[src/rtl/uart_tx_device.sv]
// Memory-mapped 8N1 UART transmitter with a small TX FIFO and a programmable baud divider.
// Optional build macro UART_TX_IRQ_EN adds IRQ_EN at offset 3 and the tx_irq output.
module uart_tx_device #(
    parameter logic [31:0] BASE_ADDR   = 32'h4000_0020,
    parameter int          FIFO_DEPTH  = 4,
    parameter logic [15:0] DEFAULT_DIV = 16'd868
) (
    input  logic        clk,
    input  logic        reset,
    input  logic [31:0] MemBus_Address,
    input  logic [31:0] MemBus_Write_Data,
    input  logic        MemRead,
    input  logic        MemWrite,
    output logic [31:0] Device_Read_Data,
    output logic        uart_tx
`ifdef UART_TX_IRQ_EN
    ,
    output logic        tx_irq
`endif
);

    localparam int AW = (FIFO_DEPTH > 1) ? $clog2(FIFO_DEPTH) : 1;
    localparam int CW = AW + 1;

    typedef enum logic [1:0] {
        ST_IDLE  = 2'd0,
        ST_START = 2'd1,
        ST_DATA  = 2'd2,
        ST_STOP  = 2'd3
    } state_t;

    state_t         state_r;
    state_t         state_nxt_s;
    logic [15:0]    baud_cnt_r;
    logic [15:0]    baud_cnt_nxt_s;
    logic [2:0]     bit_cnt_r;
    logic [2:0]     bit_cnt_nxt_s;
    logic [7:0]     shift_r;
    logic [7:0]     shift_nxt_s;
    logic           tx_r;
    logic           tx_nxt_s;

    logic [7:0]     fifo_mem_r [FIFO_DEPTH];
    logic [AW-1:0]  wr_ptr_r;
    logic [AW-1:0]  rd_ptr_r;
    logic [CW-1:0]  count_r;
    logic           overflow_r;
    logic [15:0]    baud_div_r;

    logic           sel_s;
    logic [1:0]     off_s;
    logic           wr_txdata_s;
    logic           wr_status_s;
    logic           wr_div_s;
    logic           full_s;
    logic           empty_s;
    logic           busy_s;
    logic           push_s;
    logic           pop_s;
    logic           ovf_set_s;
    logic [7:0]     head_s;
    logic [15:0]    reload_s;
    logic           baud_zero_s;
    logic [3:0]     count4_s;
    logic [31:0]    status_s;
    logic [31:0]    rd_reg_s;
    logic           unused_bits_s;

    assign sel_s       = (MemBus_Address[31:4] == BASE_ADDR[31:4]);
    assign off_s       = MemBus_Address[3:2];
    assign wr_txdata_s = sel_s & MemWrite & (off_s == 2'd0);
    assign wr_status_s = sel_s & MemWrite & (off_s == 2'd1);
    assign wr_div_s    = sel_s & MemWrite & (off_s == 2'd2);

    assign full_s      = (count_r == CW'(FIFO_DEPTH));
    assign empty_s     = (count_r == {CW{1'b0}});
    assign busy_s      = (state_r != ST_IDLE);
    assign head_s      = fifo_mem_r[rd_ptr_r];
    // A push into a full FIFO is still accepted when the FSM pops in the same cycle.
    assign push_s      = wr_txdata_s & (~full_s | pop_s);
    assign ovf_set_s   = wr_txdata_s & full_s & ~pop_s;

    assign reload_s    = baud_div_r - 16'd1;
    assign baud_zero_s = (baud_cnt_r == 16'd0);
    assign count4_s    = 4'(count_r);
    assign status_s    = {24'h00_0000, count4_s, overflow_r, empty_s, full_s, busy_s};
    assign uart_tx     = tx_r;
    assign unused_bits_s = ^{MemBus_Address[1:0], MemBus_Write_Data[31:16]};

    // FIFO storage; pointer reset alone discards contents.
    always_ff @(posedge clk) begin
        if (push_s) begin
            fifo_mem_r[wr_ptr_r] <= MemBus_Write_Data[7:0];
        end
    end

    // FIFO pointers, occupancy, sticky overflow and baud divider register.
    always_ff @(posedge clk) begin
        if (reset) begin
            wr_ptr_r   <= {AW{1'b0}};
            rd_ptr_r   <= {AW{1'b0}};
            count_r    <= {CW{1'b0}};
            overflow_r <= 1'b0;
            baud_div_r <= DEFAULT_DIV;
        end else begin
            if (push_s) begin
                wr_ptr_r <= wr_ptr_r + AW'(1);
            end
            if (pop_s) begin
                rd_ptr_r <= rd_ptr_r + AW'(1);
            end
            case ({push_s, pop_s})
                2'b10:   count_r <= count_r + CW'(1);
                2'b01:   count_r <= count_r - CW'(1);
                default: count_r <= count_r;
            endcase
            if (ovf_set_s) begin
                overflow_r <= 1'b1;
            end else if (wr_status_s && MemBus_Write_Data[3]) begin
                overflow_r <= 1'b0;
            end
            if (wr_div_s) begin
                baud_div_r <= (MemBus_Write_Data[15:0] == 16'd0) ? 16'd1 : MemBus_Write_Data[15:0];
            end
        end
    end

    // Serializer state register; the line output is registered here.
    always_ff @(posedge clk) begin
        if (reset) begin
            state_r    <= ST_IDLE;
            baud_cnt_r <= 16'd0;
            bit_cnt_r  <= 3'd0;
            shift_r    <= 8'd0;
            tx_r       <= 1'b1;
        end else begin
            state_r    <= state_nxt_s;
            baud_cnt_r <= baud_cnt_nxt_s;
            bit_cnt_r  <= bit_cnt_nxt_s;
            shift_r    <= shift_nxt_s;
            tx_r       <= tx_nxt_s;
        end
    end

    // Next-state logic: every bit lasts baud_div cycles; STOP chains straight into START.
    always_comb begin
        state_nxt_s    = state_r;
        baud_cnt_nxt_s = baud_cnt_r;
        bit_cnt_nxt_s  = bit_cnt_r;
        shift_nxt_s    = shift_r;
        tx_nxt_s       = tx_r;
        pop_s          = 1'b0;
        case (state_r)
            ST_IDLE: begin
                if (!empty_s) begin
                    pop_s          = 1'b1;
                    shift_nxt_s    = head_s;
                    baud_cnt_nxt_s = reload_s;
                    state_nxt_s    = ST_START;
                    tx_nxt_s       = 1'b0;
                end else begin
                    tx_nxt_s       = 1'b1;
                end
            end
            ST_START: begin
                if (baud_zero_s) begin
                    baud_cnt_nxt_s = reload_s;
                    bit_cnt_nxt_s  = 3'd0;
                    state_nxt_s    = ST_DATA;
                    tx_nxt_s       = shift_r[0];
                end else begin
                    baud_cnt_nxt_s = baud_cnt_r - 16'd1;
                end
            end
            ST_DATA: begin
                if (baud_zero_s) begin
                    baud_cnt_nxt_s = reload_s;
                    if (bit_cnt_r == 3'd7) begin
                        state_nxt_s   = ST_STOP;
                        tx_nxt_s      = 1'b1;
                    end else begin
                        bit_cnt_nxt_s = bit_cnt_r + 3'd1;
                        shift_nxt_s   = {1'b0, shift_r[7:1]};
                        tx_nxt_s      = shift_r[1];
                    end
                end else begin
                    baud_cnt_nxt_s = baud_cnt_r - 16'd1;
                end
            end
            ST_STOP: begin
                if (baud_zero_s) begin
                    if (!empty_s) begin
                        pop_s          = 1'b1;
                        shift_nxt_s    = head_s;
                        baud_cnt_nxt_s = reload_s;
                        state_nxt_s    = ST_START;
                        tx_nxt_s       = 1'b0;
                    end else begin
                        state_nxt_s    = ST_IDLE;
                        tx_nxt_s       = 1'b1;
                    end
                end else begin
                    baud_cnt_nxt_s = baud_cnt_r - 16'd1;
                end
            end
            default: begin
                state_nxt_s = ST_IDLE;
                tx_nxt_s    = 1'b1;
            end
        endcase
    end

`ifdef UART_TX_IRQ_EN
    logic irq_en_r;
    logic wr_irq_s;

    assign wr_irq_s = sel_s & MemWrite & (off_s == 2'd3);

    // Interrupt enable register and registered "transmitter drained" interrupt.
    always_ff @(posedge clk) begin
        if (reset) begin
            irq_en_r <= 1'b0;
            tx_irq   <= 1'b0;
        end else begin
            if (wr_irq_s) begin
                irq_en_r <= MemBus_Write_Data[0];
            end
            tx_irq <= irq_en_r & empty_s & ~busy_s;
        end
    end
`endif

    // Register read mux.
    always_comb begin
        rd_reg_s = 32'h0000_0000;
        case (off_s)
            2'd1: rd_reg_s = status_s;
            2'd2: rd_reg_s = {16'h0000, baud_div_r};
`ifdef UART_TX_IRQ_EN
            2'd3: rd_reg_s = {31'h0000_0000, irq_en_r};
`else
            2'd3: rd_reg_s = 32'h0000_0000;
`endif
            default: rd_reg_s = 32'h0000_0000;
        endcase
    end

    assign Device_Read_Data = (MemRead && sel_s) ? rd_reg_s : 32'h0000_0000;

endmodule

[config.mk]
export PLATFORM = sky130hd
export DESIGN_NAME = uart_tx_device
export DESIGN_NICKNAME = d
export VERILOG_FILES = /design/src/rtl/uart_tx_device.sv
export SDC_FILE = /design/constraint.sdc
export NUM_CORES = 1
export LEC_CHECK = 0
export BUFFER_PORTS_ARGS = -buffer_cell sky130_fd_sc_hd__buf_4
export CAP_MARGIN = 20
export CORE_MARGIN = 2
export CORE_UTILIZATION = 43
export CTS_BUF_LIST = sky130_fd_sc_hd__clkbuf_4 sky130_fd_sc_hd__clkbuf_8
export DETAILED_ROUTE_END_ITERATION = 16
export PLACE_DENSITY_LB_ADDON = 0.25
export SKIP_CTS_REPAIR_TIMING = 1
export SLEW_MARGIN = 20
export SYNTH_ARGS = -nofsm -noshare
export SYNTH_HDL_FRONTEND = slang
export SYNTH_SLANG_ARGS = --single-unit
export TNS_END_PERCENT = 100
[constraint.sdc]
create_clock -name clk -period 3.1 [get_ports clk]
set_input_delay 0.465 -clock clk [delete_from_list [all_inputs] [get_ports clk]]
set_output_delay 0.465 -clock clk [all_outputs]
set_load 0.01 [all_outputs]
# After elaboration in Yosys (flattened, before gate mapping)
# Memories as Yosys holds them, arrays and structs flattened. A register that Yosys moved wholly into a read port is not among the register bits.
# Cells that the tools add are included.
# totals
register_bits	54
mem_bits_rw	32
in_bits	68
output_inout_bits	33
wordCells	100
memories	1
# memory_table
memory	words	word_bits	rd	rd_clocked_by_memory_dff	wr	line	source
fifo_mem_r	4	8	1	1	1	43	logic [7:0] fifo_mem_r [FIFO_DEPTH];
# classes
addsub	7
n_eq_ne	16
n_mux	39
bitwise_logic	10
reduce_logical	17
# op_table
operator	count
16-bit 2-to-1 mux	4
16-bit case mux with 3 select lines	1
16-bit logical NOT	2
32-bit 2-to-1 mux	1
8-bit 2-to-1 mux	4
16-bit case mux with 2 select lines	1
16-bit by 1-bit subtractor with 16-bit output (second input constant)	2
28-bit by 27-bit == test with 1-bit output (second input constant)	1
8-bit case mux with 3 select lines	1
2-bit 2-to-1 mux	7
1-bit 2-to-1 mux	12
2-bit != test (second input constant)	6
3-bit case mux with 2 select lines	2
3-bit 2-to-1 mux	3
2-bit == test (second input constant)	4
2-bit case mux with 4 select lines	1
4-bit AND reduction	2
2-bit nonzero test	4
1-bit bitwise AND	7
3-bit by 1-bit adder with 3-bit output (second input constant)	2
2-bit by 1-bit == test with 1-bit output (second input constant)	3
3-bit == test (second input constant)	2
5-bit AND reduction	1
2-bit by 1-bit adder with 2-bit output (second input constant)	2
other kinds (11)	14

# Depth between registers and ports, before layout
# Gate-level depths: netlist of the first run.
# depth
ltp_word	8
ltp_mapped	13
mapped_depth_nobuf	12

# Worst setup path before layout of the first run
# OpenSTA, ideal clock, no wires.
# synth_path
path_type	reg-to-reg
from	register baud_cnt_r[0]
to	register count_r[2]
setup_ps	123
arrival_ps	2655
required_time_ps	2977
setup_slack_ps	322
path_stages_with_launch	14
path_buffers	1
path_cell_list	dfxtp_1 -> inv_1 -> ha_1 -> nor4b_1 -> and4_1 -> buf_4 -> a31oi_4 -> nor2_4 -> inv_1 -> fa_1 -> nor2_1 -> and3_1 -> a21oi_1 -> mux2_1
# synth_via
elab_chain_len	7
elab_cells_between_ends	9
# synth_rtl
item	line	source
start: declaration	34	logic [15:0] baud_cnt_r;
start signal: assignment	138	baud_cnt_r <= baud_cnt_nxt_s;
16-bit logical NOT *	84	assign baud_zero_s = (baud_cnt_r == 16'd0);
1-bit 2-to-1 mux *	191	if (baud_zero_s) begin
1-bit case mux with 2 select lines *	153	case (state_r)
1-bit bitwise OR	80	assign push_s = wr_txdata_s & (~full_s | pop_s);
1-bit bitwise AND	80	
2-bit by 1-bit == test with 1-bit output / 2-bit == test (equally long branches)	112	case ({push_s, pop_s})
3-bit case mux with 2 select lines / 2-bit nonzero test (equally long branches)	--	
end signal: assignment	113	2'b10: count_r <= count_r + CW'(1);
end signal: assignment	114	2'b01: count_r <= count_r - CW'(1);
end signal: assignment	115	default: count_r <= count_r;
end: declaration	46	logic [CW-1:0] count_r;
# Mark *: on every way between the ends. The rest lies on a longest branch, timed or not.
# A chain may end at the register's enable or synchronous reset.

# Worst setup path after layout of the first run
# Same ends and word-level chain as after synthesis.

==> impl_metrics.json, run 1 <==
{
  "syn_area_per_cell_um2": 9.34,
  "rr_worst_depth": 12,
  "drv_cap": 0,
  "rsz0062_at_grt": "no",
  "chipWidth_um": 114,
  "cts_buffers": 9,
  "core_um2": 11900,
  "ys_ff_latch": 88,
  "grt_pass1_wl_mm": 21.6,
  "ff_latch_area_um2": 2080,
  "worstPathRequired_ps": 3360,
  "via_count": 4418,
  "cts_max_level": 3,
  "crit_path_end_kind": "register",
  "die_y_um": 114,
  "die_area_um2": 13000,
  "cp.arrival_ps": 3090,
  "synth.yosys.warnings": 0,
  "crit_path_start": "baud_cnt_r[0]",
  "p_per_area_nw_per_um2": 809,
  "worstSkewPairLatency_ps": 370,
  "drv_slew": 0,
  "async_flop_share_pct": 0,
  "nNetsFinal": 703,
  "hold_viol_final": 0,
  "layout_common_cells": "buf_4 (81), nor2_1 (63), dfxtp_1 (56), nand2_1 (47), edfxtp_1 (32)",
  "ctsRootBufferMaster": "clkbuf_8",
  "r2r_start": "baud_cnt_r[0]",
  "pre_cts_ws_ps": 325,
  "peakVddDrop_mv": 0.474,
  "cp_top_family": "simple AND/OR/NAND/NOR gates",
  "portBuffers": 66,
  "grt.total_usage_pct": 21.1,
  "startpoint_type": "register",
  "tns_ps": 0,
  "wl_per_cell_um": 17.2,
  "grt_pass1_vias": 4184,
  "cp_max_fo": 5,
  "synth-main-ff-cell": "dfxtp_1",
  "yosysUniqueCellTypes": 77,
  "total_power_mw": 4.84,
  "skew_ps": 8.29,
  "slew_headroom_pct": 39.9,
  "crit_chain": "inv_1 -> ha_1 -> nor4b_1 -> and4_1 -> a31oi_4 -> nor2_4 -> inv_1 -> fa_1 -> nor2_1 -> and3_1 -> a21oi_1 -> mux2_1",
  "layout-drive-gt1-share_pct": 20.5,
  "fin_crit_ps": 2840,
  "p_leak_nw": 2.18,
  "final_antenna_net_count": 0,
  "critPathSlowestCell": "nor4b_1",
  "rows": 40,
  "final_common_cell": "buf_4",
  "place_congestion": 0.899,
  "hold_path.class": "primary input to register",
  "via_per_inst": 5.74,
  "finalWirelength_mm": 13.3,
  "io_pins": 101,
  "diodes": 0,
  "clk_path_buf_depth": 2,
  "drt-initial-drc-count": 221,
  "critPathBufInv": 2,
  "cts_tree": "yes",
  "slowest_delay_ps": 440,
  "cp-endpoint": "count_r[2]",
  "clk_pin_slew_ps": 100,
  "drt_pass1_iterations": 6,
  "fmax_mhz": 353,
  "syn_area_um2": 5210,
  "area_delta_synth_final_pct": 15.0,
  "status": "complete, no violations",
  "fillers": 1113,
  "antenna_found_initial": 0,
  "grt_max_degree": 49,
  "grt_overflow": 0,
  "synth_top_area_cell": "dfxtp_1",
  "period_share_pct": 91.5,
  "synth_top_cell_area_share_pct": 21.5,
  "path_common_cell": "inv_1",
  "clock-sinks": 88,
  "crit_type": "register to register",
  "multi_input_area_um2": 2840,
  "finalSetupViolCount": 0,
  "r2r-end": "count_r[2]",
  "synthTopCellsByArea": "dfxtp_1 (22%), edfxtp_1 (18%), nor2_1 (4.5%)",
  "synth_cells": 558,
  "start_util_pct": 43.7,
  "worstMarginPinSlew_ps": 901,
  "synth-edff-count": 32,
  "post-route-drc-count": 0,
  "r2r_slack_ps": 260,
  "dp_hpwl_mm": 9.81,
  "fin_ws_ps": 265,
  "worst-path-stages": 12,
  "synth-seq-area-share_pct": 40.0
}
## registers in the layout (all words and copies together), names as in the netlist, named ones only
signal,cells
fifo_mem_r,32
baud_cnt_r,16
rd_ptr_r,2
bit_cnt_r,3
shift_r,8
wr_ptr_r,2
state_r,2
overflow_r,1
baud_div_r,16
uart_tx,1
count_r,3
## where the power goes
part           switching, mW  internal [mW]
clock                  0.474          0.315
sequential             0.154           1.33
combinational           1.57           1.01
## per-layer routing
layer / wire (µm) / vias to the layer above / track usage (%)
met5: 0 / - / 0
met4: 249 / 0 / 6.91
met3: 776 / 20 / 4.18
met2: 6440 / 165 / 35.2
met1: 5810 / 2099 / 27.6
li1: - / 2134 / -
## per-stage QoR
stage / cell area [µm²] / utilization (%) / hold slack (ps) / cells
after floorplan: 5270 / - / 432 / 573
after global placement: 5800 / 48.7 / 442 / 754
after detailed placement: 5800 / 48.7 / 456 / 754
after CTS: 5990 / 50.3 / 304 / 770
after global routing: 5990 / 50.3 / 304 / 770
final: 5990 / 50.3 / 317 / 770
## synth_stat cells, drive strengths merged, types with 16 or more instances
cell type and instances:
a21oi 24, a22oi 18, buf 26, clkbuf 21
dfxtp 56, edfxtp 32, ha 16, inv 20
nand2 47, nor2 64, o21ai 27, xnor2 18
## worst register-to-register path, cell delays in order, from the launching register on
cell and delay (ps):
dfxtp_1 360, inv_1 90, ha_1 180, nor4b_1 440
and4_1 350, a31oi_4 140, nor2_4 140, inv_1 60
fa_1 370, nor2_1 100, and3_1 150, a21oi_1 40
mux2_1 300
## worst min path at each step
stage / startpoint / end / slack [ps] / cells past startpoint
after floorplan: overflow_r / overflow_r / 430 / 2
after global placement: bit_cnt_r[2] / bit_cnt_r[2] / 440 / 2
after detailed placement: bit_cnt_r[1] / bit_cnt_r[1] / 460 / 2
after CTS: MemBus_Write_Data[9] / baud_div_r[9] / 300 / 3
after global routing: MemBus_Write_Data[9] / baud_div_r[9] / 300 / 3
final: MemBus_Write_Data[9] / baud_div_r[9] / 320 / 3
## kinds of logic after synthesis
group                      Yosys count  synth area share (%)
and+or+nand+nor                    207                  21.2
DFF                                 88                  40.0
muxes                               19                  5.62
buffers and inverters               69                  6.63
AOI/OAI and AO/OA                  127                  17.2
adders and majority gates           17                  4.23
other                                1                0.0720
xor gates and xnor gates            30                  5.04
## area by class of cell
| cell class | instances | share of cell area [%] |
|---|---|---|
| tap | 147 | 3.07 |
| clock inverter | 7 | 1.19 |
| sequential | 88 | 34.8 |
| clock buffer | 9 | 2.07 |
| inverter | 22 | 1.38 |
| timing repair buffer | 81 | 10.2 |
| multi-input combinational | 416 | 47.4 |
No activity file was read; power rests on OpenSTA's default activity.
==> run 2: changes to the inputs <==
==> constraint.sdc (replaced) <==
create_clock -name clk -period 3.6 [get_ports clk]
set_input_delay 0.54 -clock clk [delete_from_list [all_inputs] [get_ports clk]]
set_output_delay 0.54 -clock clk [all_outputs]
set_load 0.01 [all_outputs]
==> run 2 against run 1 <==
  * Critical path depth is the same
  * Maximum frequency shrank 5.4%
  * Register-to-register slack gained 340 ps
  * Clock skew grew 4.4 ps
  * Non-clock buffer count shrank 7
  * Die area is the same
  * First-iteration DRC count grew 9.0%
  * Via count shrank 0.36%
==> impl_metrics.json, run 2 (same netlist as run 1, synthesis figures left out) <==
{
  "finalSetupViolCount": 0,
  "final_common_cell": "buf_4",
  "layout_common_cells": "buf_4 (74), nor2_1 (63), dfxtp_1 (56), nand2_1 (47), edfxtp_1 (32)",
  "pre_cts_ws_ps": 584,
  "largest_registers": "fifo_mem_r (32), baud_cnt_r (16), baud_div_r (16)",
  "tns_ps": 0,
  "die_y_um": 114,
  "place_congestion": 0.942,
  "fin_ws_ps": 604,
  "portBuffers": 66,
  "worstSkewPairLatency_ps": 380,
  "clk_path_buf_depth": 2,
  "finalWirelength_mm": 13.1,
  "drv_slew": 0,
  "max_flop_register": "fifo_mem_r",
  "grt.total_usage_pct": 20.5,
  "slew_headroom_pct": 35.8,
  "worstPathRequired_ps": 3870,
  "wl_per_cell_um": 17.2,
  "rows": 40,
  "io_pins": 101,
  "grt_max_degree": 49,
  "grt_overflow": 0,
  "p_per_area_nw_per_um2": 696,
  "drt-initial-drc-count": 241,
  "nNetsFinal": 696,
  "grt_pass1_vias": 4234,
  "core_um2": 11900,
  "cp_max_fo": 7,
  "combPwrFrac_pct": 52.7,
  "p_leak_nw": 2.15,
  "worstMarginPinSlew_ps": 962,
  "die_area_um2": 13000,
  "skew_ps": 12.7,
  "largest_reg_flops": 32,
  "pwr-share-seq_pct": 30.8,
  "total_power_mw": 4.13,
  "post-route-drc-count": 0,
  "via_per_inst": 5.77,
  "diodes": 0,
  "place_inst": 747,
  "dp_hpwl_mm": 9.60,
  "startpoint_type": "register",
  "grt_pass1_wl_mm": 21.2,
  "cts_buffers": 9,
  "layout-drive-gt1-share_pct": 19.6,
  "hold_viol_final": 0,
  "layoutNonFillerInstCount": 763,
  "clock-sinks": 88,
  "cp.arrival_ps": 3260,
  "final_antenna_net_count": 0,
  "fillers": 1114,
  "status": "complete, no violations",
  "fin_area_um2": 5940,
  "peakVddDrop_mv": 0.306,
  "clockPowerShare_pct": 16.5,
  "ctsRootBufferMaster": "clkbuf_8",
  "drt_pass1_iterations": 5,
  "p_sw_share_pct": 45.7,
  "via_count": 4402,
  "area_delta_synth_final_pct": 14.0,
  "drv_cap": 0,
  "antenna_found_initial": 0,
  "cts_max_level": 3,
  "fmax_mhz": 334,
  "p_sw_mw": 1.89,
  "chipWidth_um": 114,
  "hold_path.class": "primary input to register",
  "crit_path_end_kind": "register",
  "placed_cell_area_um2": 5740,
  "rsz0062_at_grt": "no",
  "period_share_pct": 83.2,
  "cts_tree": "yes",
  "p_int_mw": 2.25,
  "start_util_pct": 43.7,
  "fin_crit_ps": 3000,
  "clk_pin_slew_ps": 100,
  "crit_type": "register to register"
}
==> run 2: cell count changes in the layout (fill, tap and decap cells not counted) <==
cell	previous run	this run
buf_4	81	74
clkinv_4	0	1
clkinvlp_4	2	1
==> run 2: final cells by class <==
| cell class | count | area [µm²] | area share (%) |
|---|---|---|---|
| multi-input combinational | 416 | 2840 | 47.8 |
| sequential | 88 | 2080 | 35.1 |
| timing repair buffer | 74 | 556 | 9.35 |
| tap | 147 | 184 | 3.10 |
| clock buffer | 9 | 124 | 2.09 |
| inverter | 22 | 82.6 | 1.39 |
| clock inverter | 7 | 72.6 | 1.22 |
==> run 2: power groups by stage <==
| stage | combinational, mW | clock [mW] | sequential, mW |
|---|---|---|---|
| final | 2.18 | 0.682 | 1.27 |
| after global routing | 2.40 | 0.731 | 1.29 |
| after detailed placement | 2.13 | 0 | 1.30 |
| after global placement | 2.08 | 0 | 1.29 |
| after CTS | 2.15 | 0.700 | 1.27 |
| after floorplan | 1.70 | 0 | 1.25 |
==> run 2: routing by layer <==
layer	up-vias	GRT usage [%]	share of wire, %
li1	2126	-	-
met1	2090	26.6	43
met2	172	34.8	50
met3	14	2.44	5.6
met4	0	8.62	1.3
met5	-	0	0
==> run 2: path summary, 6_finish.rpt <==
kind | from | endpoint | slack, ps | depth (start not counted)
worst max-delay path | baud_cnt_r[0] | count_r[2] | 600 | 12
worst max register to register | baud_cnt_r[0] | count_r[2] | 600 | 12
worst min-delay path | MemBus_Write_Data[0] | fifo_mem_r[3][0] | 390 | 1
worst min register to register | bit_cnt_r[1] | bit_cnt_r[1] | 470 | 2
==> run 2: per-stage QoR <==
step	utilization [%]	hold slack [ps]
2_1_floorplan	-	432
3_3_place_gp	48.2	443
3_5_place_dp	48.2	455
5_1_grt	49.9	382
6_report	49.9	390
4_1_cts	49.9	375
==> run 2: critical path, cell delays in order (launching register included) <==
cell	delay (ps)
dfxtp_1	360
inv_1	90
ha_1	310
nor4b_1	430
and4_1	360
a31oi_4	150
nor2_4	150
inv_1	60
fa_1	370
nor2_1	100
and3_1	160
a21oi_1	50
mux2_1	300
==> run 3: changes to the inputs <==
--- a/config.mk
+++ b/config.mk
@@ -5,6 +5,7 @@
 export SDC_FILE = /design/constraint.sdc
 export NUM_CORES = 1
 export LEC_CHECK = 0
+export ABC_AREA = 1
 export BUFFER_PORTS_ARGS = -buffer_cell sky130_fd_sc_hd__buf_4
 export CAP_MARGIN = 20
 export CORE_MARGIN = 2
==> constraint.sdc (replaced) <==
create_clock -name clk -period 2.9 [get_ports clk]
set_input_delay 0.435 -clock clk [delete_from_list [all_inputs] [get_ports clk]]
set_output_delay 0.435 -clock clk [all_outputs]
set_load 0.01 [all_outputs]
==> run 3 against run 2 <==
  * Wire length grew 2.6%
  * Clock-buffer cell count unchanged
  * Critical path type unchanged
  * Combinational power increased by 18%
  * Highest routed layer unchanged
  * Critical endpoint is now fifo_mem_r[1][1]
  * Utilization is 0.51 points higher
  * Via count increased by 15%
  * Sequential power up 24%
  * Clock skew decreased by 2.0 ps
  * Design area is 6.6% higher
  * Power rose by 21%
  * Cell count rose by 34%
  * Global-route usage decreased by 0.54 points
  * Largest cell class unchanged
  * Register-to-register slack got worse by 210 ps
==> impl_metrics.json, run 3 <==
{
  "layout-drive-gt1-share_pct": 15.0,
  "diodes": 0,
  "wl_per_cell_um": 13.1,
  "cts_tree": "yes",
  "grt.total_usage_pct": 20.0,
  "fin_ws_ps": 396,
  "ys_ff_latch": 88,
  "rsz0062_at_grt": "no",
  "hold_ws_ps": 278,
  "crit_path_start": "state_r[0]",
  "synthTopCellsByCount": "nand2_1 (186), inv_1 (98), nor2_1 (92)",
  "holdPathStages": 3,
  "final_core_util_pct": 50.4,
  "cp.arrival_ps": 2510,
  "synth_top_area_cell": "dfxtp_1",
  "status": "complete, no violations",
  "crit_type": "register to register",
  "pre_cts_ws_ps": 420,
  "post-route-drc-count": 0,
  "p_leak_nw": 2.82,
  "crit_path_end_kind": "register",
  "place_inst": 1008,
  "clk_pin_slew_ps": 110,
  "peakVddDrop_mv": 0.354,
  "yosys.cell_count.top_type": "nand2_1",
  "synth-main-ff-cell": "dfxtp_1",
  "io_pins": 101,
  "hold_viol_final": 0,
  "synth.yosys.warnings": 0,
  "synthTopCellsByArea": "dfxtp_1 (20%), edfxtp_1 (17%), nand2_1 (13%)",
  "startpoint_type": "register",
  "synth-seq-area-share_pct": 37.6,
  "hold_start": "MemBus_Write_Data[8]",
  "worstPathRequired_ps": 2910,
  "nNetsFinal": 932,
  "worstMarginPinSlew_ps": 779,
  "worstSkewPairLatency_ps": 380,
  "rr_worst_depth": 9,
  "die_area_um2": 13800,
  "hold_end": "baud_div_r[8]",
  "p_per_area_nw_per_um2": 793,
  "cts_max_level": 3,
  "chipWidth_um": 117,
  "ctsRootBufferMaster": "clkbuf_8",
  "r2r-end": "fifo_mem_r[1][1]",
  "drv_slew": 0,
  "clock-sinks": 88,
  "largest_reg_flops": 32,
  "layoutNonFillerInstCount": 1024,
  "largest_registers": "fifo_mem_r (32), baud_cnt_r (16), baud_div_r (16)",
  "cts_buffers": 9,
  "place_congestion": 0.841,
  "synth_top_cell_area_share_pct": 20.3,
  "grt_overflow": 0,
  "start_util_pct": 44.0,
  "yosysUniqueCellTypes": 47,
  "r2r_slack_ps": 400,
  "hold_path.class": "primary input to register",
  "drv_cap": 0,
  "multi_input_area_um2": 2870,
  "synth-edff-count": 32,
  "fillers": 1260,
  "r2r_start": "state_r[0]",
  "die_y_um": 117,
  "portBuffers": 66,
  "synth_cells": 788,
  "fin_area_um2": 6330,
  "layout_common_cells": "nand2_1 (186), inv_1 (98), nor2_1 (92), buf_4 (75), o21ai_0 (58)",
  "drt-initial-drc-count": 343,
  "finalSetupViolCount": 0,
  "ff_latch_area_um2": 2080,
  "total_power_mw": 5.02,
  "fin_crit_ps": 2500,
  "syn_area_um2": 5530,
  "finalWirelength_mm": 13.4,
  "via_per_inst": 4.94,
  "antenna_found_initial": 0,
  "placed_cell_area_um2": 6140,
  "area_delta_synth_final_pct": 14.4,
  "period_share_pct": 86.3,
  "async_flop_share_pct": 0,
  "via_count": 5061,
  "grt_max_degree": 38,
  "max_flop_register": "fifo_mem_r",
  "drt_pass1_iterations": 5,
  "cp_max_fo": 8,
  "fmax_mhz": 399,
  "syn_area_per_cell_um2": 7.02,
  "clk_path_buf_depth": 2,
  "final_common_cell": "nand2_1",
  "skew_ps": 10.7,
  "rows": 41,
  "tns_ps": 0,
  "slew_headroom_pct": 47.8,
  "core_um2": 12600,
  "dp_hpwl_mm": 9.85,
  "grt_pass1_wl_mm": 22.4,
  "grt_pass1_vias": 4655,
  "final_antenna_net_count": 0
}
## run 3: cell count changes after synthesis, moves of 9 or more
cell / change
nor2_2: +9
o21ai_0: +34
a21oi_1: +16
inv_1: +78
nor3_1: -10
nand2_1: +139
and2_1: -12
a22oi_1: -14
nor2_1: +29
nand3_1: +40
xnor2_1: -16
mux2i_1: -9
o211ai_1: +10
## run 3: worst max path at each step
stage,slack [ps],cells past startpoint,endpoint
after CTS,400,9,fifo_mem_r[1][1]
after global routing,220,9,fifo_mem_r[1][1]
after detailed placement,420,9,fifo_mem_r[1][5]
after floorplan,790,10,fifo_mem_r[0][0]
final,400,9,fifo_mem_r[1][1]
after global placement,430,9,fifo_mem_r[1][5]
## run 3: cells by family after synthesis
family                     after synthesis  share of synthesized area [%]
AOI/OAI and AO/OA                      148                           15.8
xor gates and xnor gates                15                           2.37
adders and majority gates               17                           3.98
buffers and inverters                  149                           11.6
DFF                                     88                           37.6
other                                    1                         0.0678
and+or+nand+nor                        370                           28.6
## run 3: cell type report
class,instances,area share (%)
clock inverter,7,1.13
timing repair buffer,75,8.89
tap,172,3.40
inverter,107,6.44
multi-input combinational,566,45.3
sequential,88,32.9
clock buffer,9,1.96
## run 3: worst max-delay path, stage by stage, from the launching register on
cell	delay [ps]
dfxtp_1	420
inv_1	110
ha_1	320
inv_1	140
nand2_1	110
nor2_1	120
nor2_2	70
nand3_1	120
nand2_2	110
nor2_1	610
## run 3: per-layer routing
metal	GRT usage, %	routed length [µm]	share of wire (%)	vias up
met4	7.83	243	1.8	0
met1	28.1	6570	49	2251
li1	-	-	-	2640
met5	0	0	0	-
met3	2.58	747	5.6	16
met2	31.4	5870	44	154
## run 3: power by group
group          switching (mW)  internal (mW)  leakage, nW
sequential              0.155           1.42        0.742
clock                   0.525          0.339       0.0999
combinational            1.68          0.898         1.98
